<file path="config.mk">
export PLATFORM = sky130hd
export DESIGN_NAME = muldiv_iter_unit
export DESIGN_NICKNAME = d
export VERILOG_FILES = /design/src/rtl/muldiv_iter_unit.sv
export SDC_FILE = /design/constraint.sdc
export NUM_CORES = 1
export LEC_CHECK = 0
export CORE_ASPECT_RATIO = 0.5
export CORE_MARGIN = 8
export CORE_UTILIZATION = 40
export CTS_BUF_LIST = sky130_fd_sc_hd__clkbuf_8
export DETAILED_ROUTE_END_ITERATION = 8
export PLACE_DENSITY = 0.56
export SETUP_SLACK_MARGIN = 0.1
export SLEW_MARGIN = 30
export SYNTH_ARGS = -nofsm -noshare
export SYNTH_HDL_FRONTEND = slang
export SYNTH_SLANG_ARGS = --single-unit
</file>
<file path="constraint.sdc">
create_clock -name clk -period 7.1 [get_ports clk]
set_input_delay 1.065 -clock clk [delete_from_list [all_inputs] [get_ports clk]]
set_output_delay 1.065 -clock clk [all_outputs]
set_load 0.1 [all_outputs]
</file>
<file path="src/rtl/muldiv_iter_unit.sv">
// -----------------------------------------------------------------------------
// muldiv_iter_unit
// Iterative RV32M multiply/divide unit for the EX stage. Bit-serial datapath
// with a fixed latency: XLEN CALC cycles followed by one FIN cycle in which
// `done` pulses and `result`/`rd_out` become valid.
//
// Ports
//   clk     in   1     rising-edge clock
//   reset   in   1     synchronous, active-low
//   start   in   1     launch request (sampled only in IDLE)
//   op      in   3     funct3: MUL,MULH,MULHSU,MULHU,DIV,DIVU,REM,REMU
//   op_a    in   XLEN  rs1 value
//   op_b    in   XLEN  rs2 value
//   rd_in   in   5     destination tag
//   flush   in   1     abort in-flight operation
//   busy    out  1     high during the XLEN CALC cycles
//   done    out  1     one-cycle pulse in FIN
//   result  out  XLEN  registered result
//   rd_out  out  5     registered destination tag
// -----------------------------------------------------------------------------
module muldiv_iter_unit #(
   parameter int XLEN = 32
) (
   input  logic            clk,
   input  logic            reset,
   input  logic            start,
   input  logic [2:0]      op,
   input  logic [XLEN-1:0] op_a,
   input  logic [XLEN-1:0] op_b,
   input  logic [4:0]      rd_in,
   input  logic            flush,
   output logic            busy,
   output logic            done,
   output logic [XLEN-1:0] result,
   output logic [4:0]      rd_out
);
   localparam int CNT_W = $clog2(XLEN) + 1;

   typedef enum logic [1:0] {S_IDLE, S_CALC, S_FIN} state_t;

   state_t state_q, state_d;

   logic [2:0]        op_q, op_d;
   logic [4:0]        rd_q, rd_d;
   logic [4:0]        rd_out_q, rd_out_d;
   logic [XLEN-1:0]   result_q, result_d;
   logic [CNT_W-1:0]  cnt_q, cnt_d;
   // mc_q: multiplicand (mul) or divisor (div).
   // acc_q: {hi, lo}; mul: lo starts as multiplier, ends as product.
   //        div: lo holds dividend bits shifting out / quotient bits shifting in.
   logic [XLEN-1:0]   mc_q, mc_d;
   logic [2*XLEN-1:0] acc_q, acc_d;
   logic [XLEN:0]     rem_q, rem_d;
   logic              a_neg_q, a_neg_d;
   logic              b_neg_q, b_neg_d;
   logic              dz_q, dz_d;
   logic              ovf_q, ovf_d;

   localparam logic [XLEN-1:0] MIN_VAL = {1'b1, {(XLEN-1){1'b0}}};

   // Launch decode on raw inputs
   logic            sgn_a_in, sgn_b_in, a_neg_in, b_neg_in;
   logic [XLEN-1:0] a_mag_in, b_mag_in;

   always_comb begin
      sgn_a_in = (op == 3'b001) || (op == 3'b010) || (op == 3'b100) || (op == 3'b110);
      sgn_b_in = (op == 3'b001) || (op == 3'b100) || (op == 3'b110);
      a_neg_in = sgn_a_in & op_a[XLEN-1];
      b_neg_in = sgn_b_in & op_b[XLEN-1];
      a_mag_in = a_neg_in ? (~op_a + 1'b1) : op_a;
      b_mag_in = b_neg_in ? (~op_b + 1'b1) : op_b;
   end

   // One iteration step for each datapath
   logic [XLEN:0]     mul_sum;
   logic [2*XLEN-1:0] acc_mul_nx;
   logic [XLEN:0]     r_sh, r_diff, rem_nx;
   logic              q_bit;
   logic [2*XLEN-1:0] acc_div_nx;

   always_comb begin
      mul_sum    = {1'b0, acc_q[2*XLEN-1:XLEN]} + (acc_q[0] ? {1'b0, mc_q} : '0);
      acc_mul_nx = {mul_sum, acc_q[XLEN-1:1]};
      r_sh       = {rem_q[XLEN-1:0], acc_q[XLEN-1]};
      r_diff     = r_sh - {1'b0, mc_q};
      q_bit      = (r_sh >= {1'b0, mc_q});
      rem_nx     = q_bit ? r_diff : r_sh;
      acc_div_nx = {acc_q[2*XLEN-1:XLEN], acc_q[XLEN-2:0], q_bit};
   end

   // Final selection, computed from the last iteration's next values so the
   // result register is loaded on the edge entering FIN.
   logic [2*XLEN-1:0] prod_s;
   logic [XLEN-1:0]   quo, quo_s, rm, rem_s, fin_val;

   always_comb begin
      prod_s = (a_neg_q ^ b_neg_q) ? (~acc_mul_nx + 1'b1) : acc_mul_nx;
      quo    = acc_div_nx[XLEN-1:0];
      rm     = rem_nx[XLEN-1:0];
      quo_s  = (a_neg_q ^ b_neg_q) ? (~quo + 1'b1) : quo;
      rem_s  = a_neg_q ? (~rm + 1'b1) : rm;
      fin_val = '0;
      case (op_q)
         3'b000:                 fin_val = prod_s[XLEN-1:0];
         3'b001, 3'b010, 3'b011: fin_val = prod_s[2*XLEN-1:XLEN];
         3'b100, 3'b101:         fin_val = ovf_q ? MIN_VAL : (dz_q ? '1 : quo_s);
         // On divide-by-zero the restoring loop shifts the whole dividend
         // magnitude into the remainder, so sign correction restores op_a.
         default:                fin_val = ovf_q ? '0 : rem_s;
      endcase
   end

   // Next-state and datapath
   always_comb begin
      state_d  = state_q;
      op_d     = op_q;
      rd_d     = rd_q;
      rd_out_d = rd_out_q;
      result_d = result_q;
      cnt_d    = cnt_q;
      mc_d     = mc_q;
      acc_d    = acc_q;
      rem_d    = rem_q;
      a_neg_d  = a_neg_q;
      b_neg_d  = b_neg_q;
      dz_d     = dz_q;
      ovf_d    = ovf_q;
      case (state_q)
         S_IDLE: begin
            // flush outranks a simultaneous start
            if (start && !flush) begin
               state_d = S_CALC;
               op_d    = op;
               rd_d    = rd_in;
               a_neg_d = a_neg_in;
               b_neg_d = b_neg_in;
               dz_d    = (op_b == '0);
               ovf_d   = op[2] & sgn_b_in & (op_a == MIN_VAL) & (&op_b);
               cnt_d   = CNT_W'(XLEN - 1);
               rem_d   = '0;
               if (op[2]) begin
                  mc_d  = b_mag_in;
                  acc_d = {{XLEN{1'b0}}, a_mag_in};
               end else begin
                  mc_d  = a_mag_in;
                  acc_d = {{XLEN{1'b0}}, b_mag_in};
               end
            end
         end
         S_CALC: begin
            if (flush) begin
               state_d = S_IDLE;
            end else begin
               acc_d = op_q[2] ? acc_div_nx : acc_mul_nx;
               rem_d = op_q[2] ? rem_nx : rem_q;
               if (cnt_q == '0) begin
                  state_d  = S_FIN;
                  result_d = fin_val;
                  rd_out_d = rd_q;
               end else begin
                  cnt_d = cnt_q - CNT_W'(1);
               end
            end
         end
         S_FIN:   state_d = S_IDLE;
         default: state_d = S_IDLE;
      endcase
   end

   always_ff @(posedge clk) begin
      if (!reset) begin
         state_q  <= S_IDLE;
         op_q     <= '0;
         rd_q     <= '0;
         rd_out_q <= '0;
         result_q <= '0;
         cnt_q    <= '0;
         mc_q     <= '0;
         acc_q    <= '0;
         rem_q    <= '0;
         a_neg_q  <= 1'b0;
         b_neg_q  <= 1'b0;
         dz_q     <= 1'b0;
         ovf_q    <= 1'b0;
      end else begin
         state_q  <= state_d;
         op_q     <= op_d;
         rd_q     <= rd_d;
         rd_out_q <= rd_out_d;
         result_q <= result_d;
         cnt_q    <= cnt_d;
         mc_q     <= mc_d;
         acc_q    <= acc_d;
         rem_q    <= rem_d;
         a_neg_q  <= a_neg_d;
         b_neg_q  <= b_neg_d;
         dz_q     <= dz_d;
         ovf_q    <= ovf_d;
      end
   end

   assign busy   = (state_q == S_CALC);
   assign done   = (state_q == S_FIN);
   assign result = result_q;
   assign rd_out = rd_out_q;

endmodule

</file>
==> flow_metrics.env, run 1 <==
export IMPL_status="finished, final reports clean"
export IMPL_ys_types=102
export IMPL_post_place_cells=3046
export IMPL_cp_start_kind="flop"
export IMPL_die_area_mm2=0.05159
export IMPL_clkLatencyLatePin_ns=0.55
export IMPL_fin_skew_ns=0.02793
export IMPL_die_x_um=313.3
export IMPL_overflow=0
export IMPL_postRouteAntennaNets=0
export IMPL_endpoint_kind="flop"
export IMPL_crit_path_max_fanout=34
export IMPL_synthCells=2493
export IMPL_avgSynthCellArea_um2=7.092
export IMPL_max_cap_violations=0
export IMPL_drive_gt1_share_pct=6.265
export IMPL_hold_path_startpoint="rd_q[4]$_SDFFE_PN0P_"
export IMPL_netlist_area_mm2=0.01768
export IMPL_cts_hold_buf=0
export IMPL_cts_buffer_depth=2
export IMPL_place_area_mm2=0.01919
export IMPL_finalSetupViolCount=0
export IMPL_period_share_pct=77.79
export IMPL_ys_seq_area_share_pct=20.95
export IMPL_fin_util_pct=45.01
export IMPL_final_max_slew_violation_count=0
export IMPL_fmax_ghz=0.1811
export IMPL_relSlewSlack_pct=31.43
export IMPL_drcViolationCount=0
export IMPL_crit_type="reg -> reg"
export IMPL_ctsResizeCount=0
export IMPL_path_clk_slew_ns=0.14
export IMPL_pre_cts_slack_ns=1.704
export IMPL_power_frac_comb_pct=39.1
export IMPL_leakage_nw=7.385
export IMPL_power_density_mw_per_mm2=164.0
export IMPL_routed_via_count=19350
export IMPL_hpwl_um=59200
export IMPL_post_cts_buffers=0
export IMPL_pwr_share_seq_pct=35.8
export IMPL_grt_pass1_vias=17220
export IMPL_setup_slack_ns=1.577
export IMPL_hold_violations=0
export IMPL_ys_ff_latch=185
export IMPL_final_common_cell="nor2_1"
export IMPL_grt_max_degree=72
export IMPL_ios=115
export IMPL_std_cell_rows=54
export IMPL_fp_dieH_um=164.7
export IMPL_synthFlopType="dfxtp_1"
export IMPL_fin_area_mm2=0.01961
export IMPL_p_int_mw=1.790
export IMPL_drt_vias_per_instance=6.285
export IMPL_ff2ff_path_depth=15
export IMPL_drt_initial_drc_count=2575
export IMPL_final_cells=3079
export IMPL_io_buffer_count=114
export IMPL_power_switching_mw=1.426
export IMPL_area_growth_pct=10.94
export IMPL_wl_per_cell_um=24.74
export IMPL_mostFrequentLayoutCells="332 x nor2_1, 236 x nand2_1, 211 x a21oi_1"
export IMPL_hold_class="reg -> reg"
export IMPL_track_usage_pct=28.20
export IMPL_place_gp_congestion=0.9870
export IMPL_firstDrtPassIters=6
export IMPL_yosys_top_cells_area="dfxtp_1 21%, nor2_1 7.1%, a21oi_1 6.0%, xnor2_1 5.8%, ha_1 5.1%"
export IMPL_tritoncts="yes"
export IMPL_clock_root_buffer="clkbuf_8"
export IMPL_cp_startpoint="acc_q[0]$_SDFFE_PN0P_"
export IMPL_clkPwrFrac_pct=25.2
export IMPL_start_util_pct=40.57
export IMPL_hold_ws_ns=0.4483
export IMPL_fin_crit_ns=5.523
export IMPL_syn_num_nets=2643
export IMPL_numCtsBuffers=17
export IMPL_drt_wl_total_um=76180
export IMPL_synth_edf_count=0
export IMPL_core_area_mm2=0.04358
export IMPL_cts_sinks=185
export IMPL_synth_top_area_share_pct=20.95
export IMPL_switching_share_pct=44.35
export IMPL_p_total_mw=3.216
export IMPL_worst_pin_slew_ns=1.025
export IMPL_antenna_found_initial=1
export IMPL_synth_largest_area_cell="dfxtp_1"
export IMPL_whs_path_depth=2
export IMPL_finalNetCount=2627
export IMPL_synthArstFlopShare_pct=0
export IMPL_yosysWarnings=0
export IMPL_irDropWorstVdd_mv=0.1320
export IMPL_htreeDepth=4
export IMPL_rsz0062_at_grt="no"
export IMPL_finalSetupTns_ns=0
export IMPL_cp_required_ns=7.52
export IMPL_grt_pass1_wl_um=112700
export IMPL_timing_rr_start="acc_q[0]$_SDFFE_PN0P_"
export IMPL_cp_arrival_ns=5.94
-- synthesized netlist by cell type, types with 32 or more instances --
cell	count
o31ai_1	32
nor3_1	54
xor2_1	85
o21ai_0	162
dfxtp_1	185
nand2_1	237
inv_1	78
a21o_1	32
mux2i_1	44
o211ai_1	57
a21oi_1	211
nor2_1	335
or3_1	32
ha_1	72
clkbuf_1	154
xnor2_1	117
nand4_1	33
a22oi_1	44
a211oi_1	40
nand3_1	38
-- metal layers --
| layer | vias to the layer above | global-route usage, % | routed length [um] |
|---|---|---|---|
| met5 | - | 0 | 13 |
| met4 | 2 | 5.201 | 1158 |
| met3 | 63 | 6.583 | 7127 |
| met2 | 856 | 41.79 | 31840 |
| met1 | 9370 | 41.39 | 36040 |
| li1 | 9060 | - | - |
-- flip-flops by register name, indices dropped and copies added (netlist names), 2 cells and up --
name     cells
result      32
cnt_q        6
state_q      2
rem_q       32
op_q         3
acc_q       64
mc_q        32
rd_out       5
rd_q         5
-- cells by family (layout without fill, tap and decap cells) --
kind of cell,Yosys count,count (layout),share of synthesized area [%]
AO/OA/AOI/OAI,804,804,30.49
other,0,1,0
buffers and inverters,266,263,5.825
flip-flops,185,185,20.95
multiplexers,53,53,3.064
adder cells (fa/ha/maj),74,74,5.322
AND/OR/NAND/NOR,909,909,24.35
XOR/XNOR,202,202,10.01
-- cell type report --
class | count | area (um2)
Fill cell | 4598 | 23970
Multi-Input combinational cell | 2042 | 13010
Sequential cell | 185 | 3706
Timing Repair Buffer | 149 | 1429
Tap cell | 588 | 735.7
Inverter | 82 | 310.3
Clock buffer | 18 | 247.7
Clock inverter | 14 | 177.7
Antenna cell | 1 | 2.502
-- worst max-delay path, stage by stage (launching register included) --
cell and delay [ns]:
dfxtp_1 0.69, clkinv_1 0.13, buf_4 0.29, nor2_1 0.51, ha_1 0.42, a21oi_1 0.37
o21ai_0 0.31, or4_1 0.57, o211ai_1 0.11, a311oi_1 0.15, nor3_1 0.52, and4b_1 0.28
nand4_1 0.19, o311a_1 0.40, o31ai_1 0.28, o211ai_1 0.12
-- final timing paths --
path,to,slack [ns]
setup / recovery,result[30]$_SDFFE_PN0P_,1.58
hold / removal,rd_out[4]$_SDFFE_PN0P_,0.45
setup reg to reg,result[30]$_SDFFE_PN0P_,1.58
hold reg to reg,rd_out[4]$_SDFFE_PN0P_,0.45
-- power by group through the flow --
stage          Sequential, mW  Clock, mW  Combinational, mW
3_3_place_gp             1.17          0               1.22
3_5_place_dp             1.17          0               1.22
2_1_floorplan            1.16          0              0.824
6_report                 1.15      0.809               1.26
4_1_cts                  1.15      0.821               1.23
5_1_grt                  1.16      0.861               1.34
No activity file was read; power rests on OpenSTA's default activity.
==> inputs of run 2 (changes only) <==
--- a/config.mk
+++ b/config.mk
@@ -10,7 +10,7 @@
 export CORE_UTILIZATION = 40
 export CTS_BUF_LIST = sky130_fd_sc_hd__clkbuf_8
 export DETAILED_ROUTE_END_ITERATION = 8
-export PLACE_DENSITY = 0.56
+export PLACE_DENSITY = 0.58
 export SETUP_SLACK_MARGIN = 0.1
 export SLEW_MARGIN = 30
 export SYNTH_ARGS = -nofsm -noshare
==> constraint.sdc (replaced) <==
create_clock -name clk -period 4.7 [get_ports clk]
set_input_delay 0.705 -clock clk [delete_from_list [all_inputs] [get_ports clk]]
set_output_delay 0.705 -clock clk [all_outputs]
set_load 0.1 [all_outputs]
==> run 2 against run 1 <==
Net effect: highest routed layer unchanged; total power increased by 52%; die area unchanged; global-route usage is 0.36 points lower.
==> flow_metrics.env, run 2 (synthesized netlist as in run 1, its figures left out) <==
export IMPL_setup_slack_ns=0.1870
export IMPL_critPathTopFamily="compound AO/OA/AOI/OAI gates"
export IMPL_drt_wl_total_um=74970
export IMPL_drt_initial_drc_count=2304
export IMPL_final_cells=3156
export IMPL_nFillCells=4564
export IMPL_mostFrequentLayoutCells="331 x nor2_1, 236 x nand2_1, 211 x a21oi_1"
export IMPL_core_area_mm2=0.04358
export IMPL_cts_hold_buf=0
export IMPL_die_x_um=313.3
export IMPL_rsz0062_at_grt="yes"
export IMPL_crit_chain="clkinv_1 > buf_4 > nor2_1 > fa_1 > a21o_1 > a221oi_2 > o21bai_1 > xor2_1 > nor4_1 > buf_4 > and3_1 > and4b_1 > nand4_1 > o311a_1 > o31ai_1 > o211ai_1"
export IMPL_ff2ff_path_depth=16
export IMPL_place_gp_congestion=1.023
export IMPL_hold_class="reg -> reg"
export IMPL_final_common_cell="nor2_1"
export IMPL_crit_path_max_fanout=22
export IMPL_drt_vias_per_instance=6.199
export IMPL_largest_register="acc_q"
export IMPL_cp_required_ns=5.12
export IMPL_worst_pin_slew_ns=1.022
export IMPL_fp_dieH_um=164.7
export IMPL_finalSetupViolCount=0
export IMPL_pre_cts_slack_ns=0.1184
export IMPL_std_cell_rows=54
export IMPL_fin_skew_ns=0.02959
export IMPL_numCtsBuffers=17
export IMPL_finalNetCount=2705
export IMPL_timing_rr_start="acc_q[0]$_SDFFE_PN0P_"
export IMPL_fin_crit_ns=4.513
export IMPL_grt_pass1_vias=17550
export IMPL_leakage_nw=7.762
export IMPL_clkLatencyLatePin_ns=0.54
export IMPL_ff2ff_setup_slack_ns=0.19
export IMPL_status="finished, final reports clean"
export IMPL_hold_path_startpoint="mc_q[6]$_SDFFE_PN0P_"
export IMPL_fin_util_pct=46.47
export IMPL_place_area_mm2=0.01970
export IMPL_whs_endpoint="mc_q[6]$_SDFFE_PN0P_"
export IMPL_crit_type="reg -> reg"
export IMPL_hpwl_um=59320
export IMPL_post_place_cells=3118
export IMPL_routed_via_count=19570
export IMPL_whs_path_depth=2
export IMPL_grt_max_degree=66
export IMPL_irDropWorstVdd_mv=0.1872
export IMPL_cp_arrival_ns=4.93
export IMPL_diodes=0
export IMPL_hold_ws_ns=0.4572
export IMPL_period_share_pct=96.02
export IMPL_start_util_pct=40.57
export IMPL_cts_sinks=185
export IMPL_finalSetupTns_ns=0
export IMPL_ios=115
export IMPL_endpoint_kind="flop"
export IMPL_clock_root_buffer="clkbuf_8"
export IMPL_drive_gt1_share_pct=9.151
export IMPL_path_clk_slew_ns=0.12
export IMPL_largest_register_ffs=64
export IMPL_r2r_end="result[30]$_SDFFE_PN0P_"
export IMPL_critPathBufInv=3
export IMPL_fmax_ghz=0.2216
export IMPL_tritoncts="yes"
export IMPL_wl_per_cell_um=23.75
export IMPL_cts_buffer_depth=2
export IMPL_overflow=0
export IMPL_crit_slowest_cell="fa_1"
export IMPL_grt_pass1_wl_um=111900
export IMPL_path_common_cell="buf_4"
export IMPL_drcViolationCount=0
export IMPL_p_total_mw=4.897
export IMPL_track_usage_pct=27.85
export IMPL_power_density_mw_per_mm2=241.8
export IMPL_antenna_found_initial=1
export IMPL_final_max_slew_violation_count=0
export IMPL_htreeDepth=4
export IMPL_area_growth_pct=14.54
export IMPL_fin_area_mm2=0.02025
export IMPL_relSlewSlack_pct=31.68
export IMPL_die_area_mm2=0.05159
export IMPL_postRouteAntennaNets=0
export IMPL_io_buffer_count=114
export IMPL_cp_start_kind="flop"
export IMPL_firstDrtPassIters=8
export IMPL_hold_violations=0
export IMPL_cpPeakStageDelay_ns=0.52
export IMPL_max_cap_violations=0
-- run 2: cell types whose count changed in the layout (fill, tap and decap cells not counted), sizes merged --
cell and delta:
buf +73, bufinv +1, clkdlybuf4s50 +5, clkinv -2, diode -1, inv +1
-- run 2: worst max-delay path by stage --
| stage | from | endpoint | cells after the start |
|---|---|---|---|
| after global placement | acc_q[31]$_SDFFE_PN0P_ | result[19]$_SDFFE_PN0P_ | 15 |
| final | acc_q[0]$_SDFFE_PN0P_ | result[30]$_SDFFE_PN0P_ | 16 |
| after floorplan | acc_q[0]$_SDFFE_PN0P_ | result[30]$_SDFFE_PN0P_ | 17 |
| after CTS | acc_q[0]$_SDFFE_PN0P_ | result[30]$_SDFFE_PN0P_ | 16 |
| after global routing | acc_q[0]$_SDFFE_PN0P_ | result[30]$_SDFFE_PN0P_ | 16 |
| after detailed placement | acc_q[0]$_SDFFE_PN0P_ | result[30]$_SDFFE_PN0P_ | 16 |
-- run 2: repair_timing --
item	in CTS	in global routing
setup buffers	0	5
hold endpoints to repair	0	0
setup endpoints to repair	0	18
gates resized for setup	0	12
-- run 2: layout make-up --
class,instances,area (um2),share of cell area (%)
Multi-Input combinational cell,2042,13060,64.48
Sequential cell,185,3706,18.30
Timing Repair Buffer,227,2014,9.947
Tap cell,588,735.7,3.633
Inverter,82,310.3,1.532
Clock buffer,18,247.7,1.223
Clock inverter,14,178.9,0.8835
-- run 2: worst min-delay path: stages, from the launching register on --
cell     delay [ns]
dfxtp_1        0.32
nand2_1        0.05
a21oi_1        0.05
-- run 2: report_power, final --
group | internal, mW | leakage, nW | switching, mW
clock network | 0.469 | 0.215 | 0.761
registers | 1.63 | 1.50 | 0.102
logic | 0.674 | 6.04 | 1.26
total | 2.78 | 7.76 | 2.12
-- run 2: layer usage --
metal / global-route usage (%) / wire length [um] / part of all wire (%) / up-vias
li1: - / - / - / 9217
met1: 39.22 / 34120 / 46 / 9390
met2: 40.98 / 31240 / 42 / 853
met3: 8.695 / 8141 / 11 / 103
met4: 6.657 / 1451 / 1.9 / 2
met5: 0 / 13 / 0.017 / -
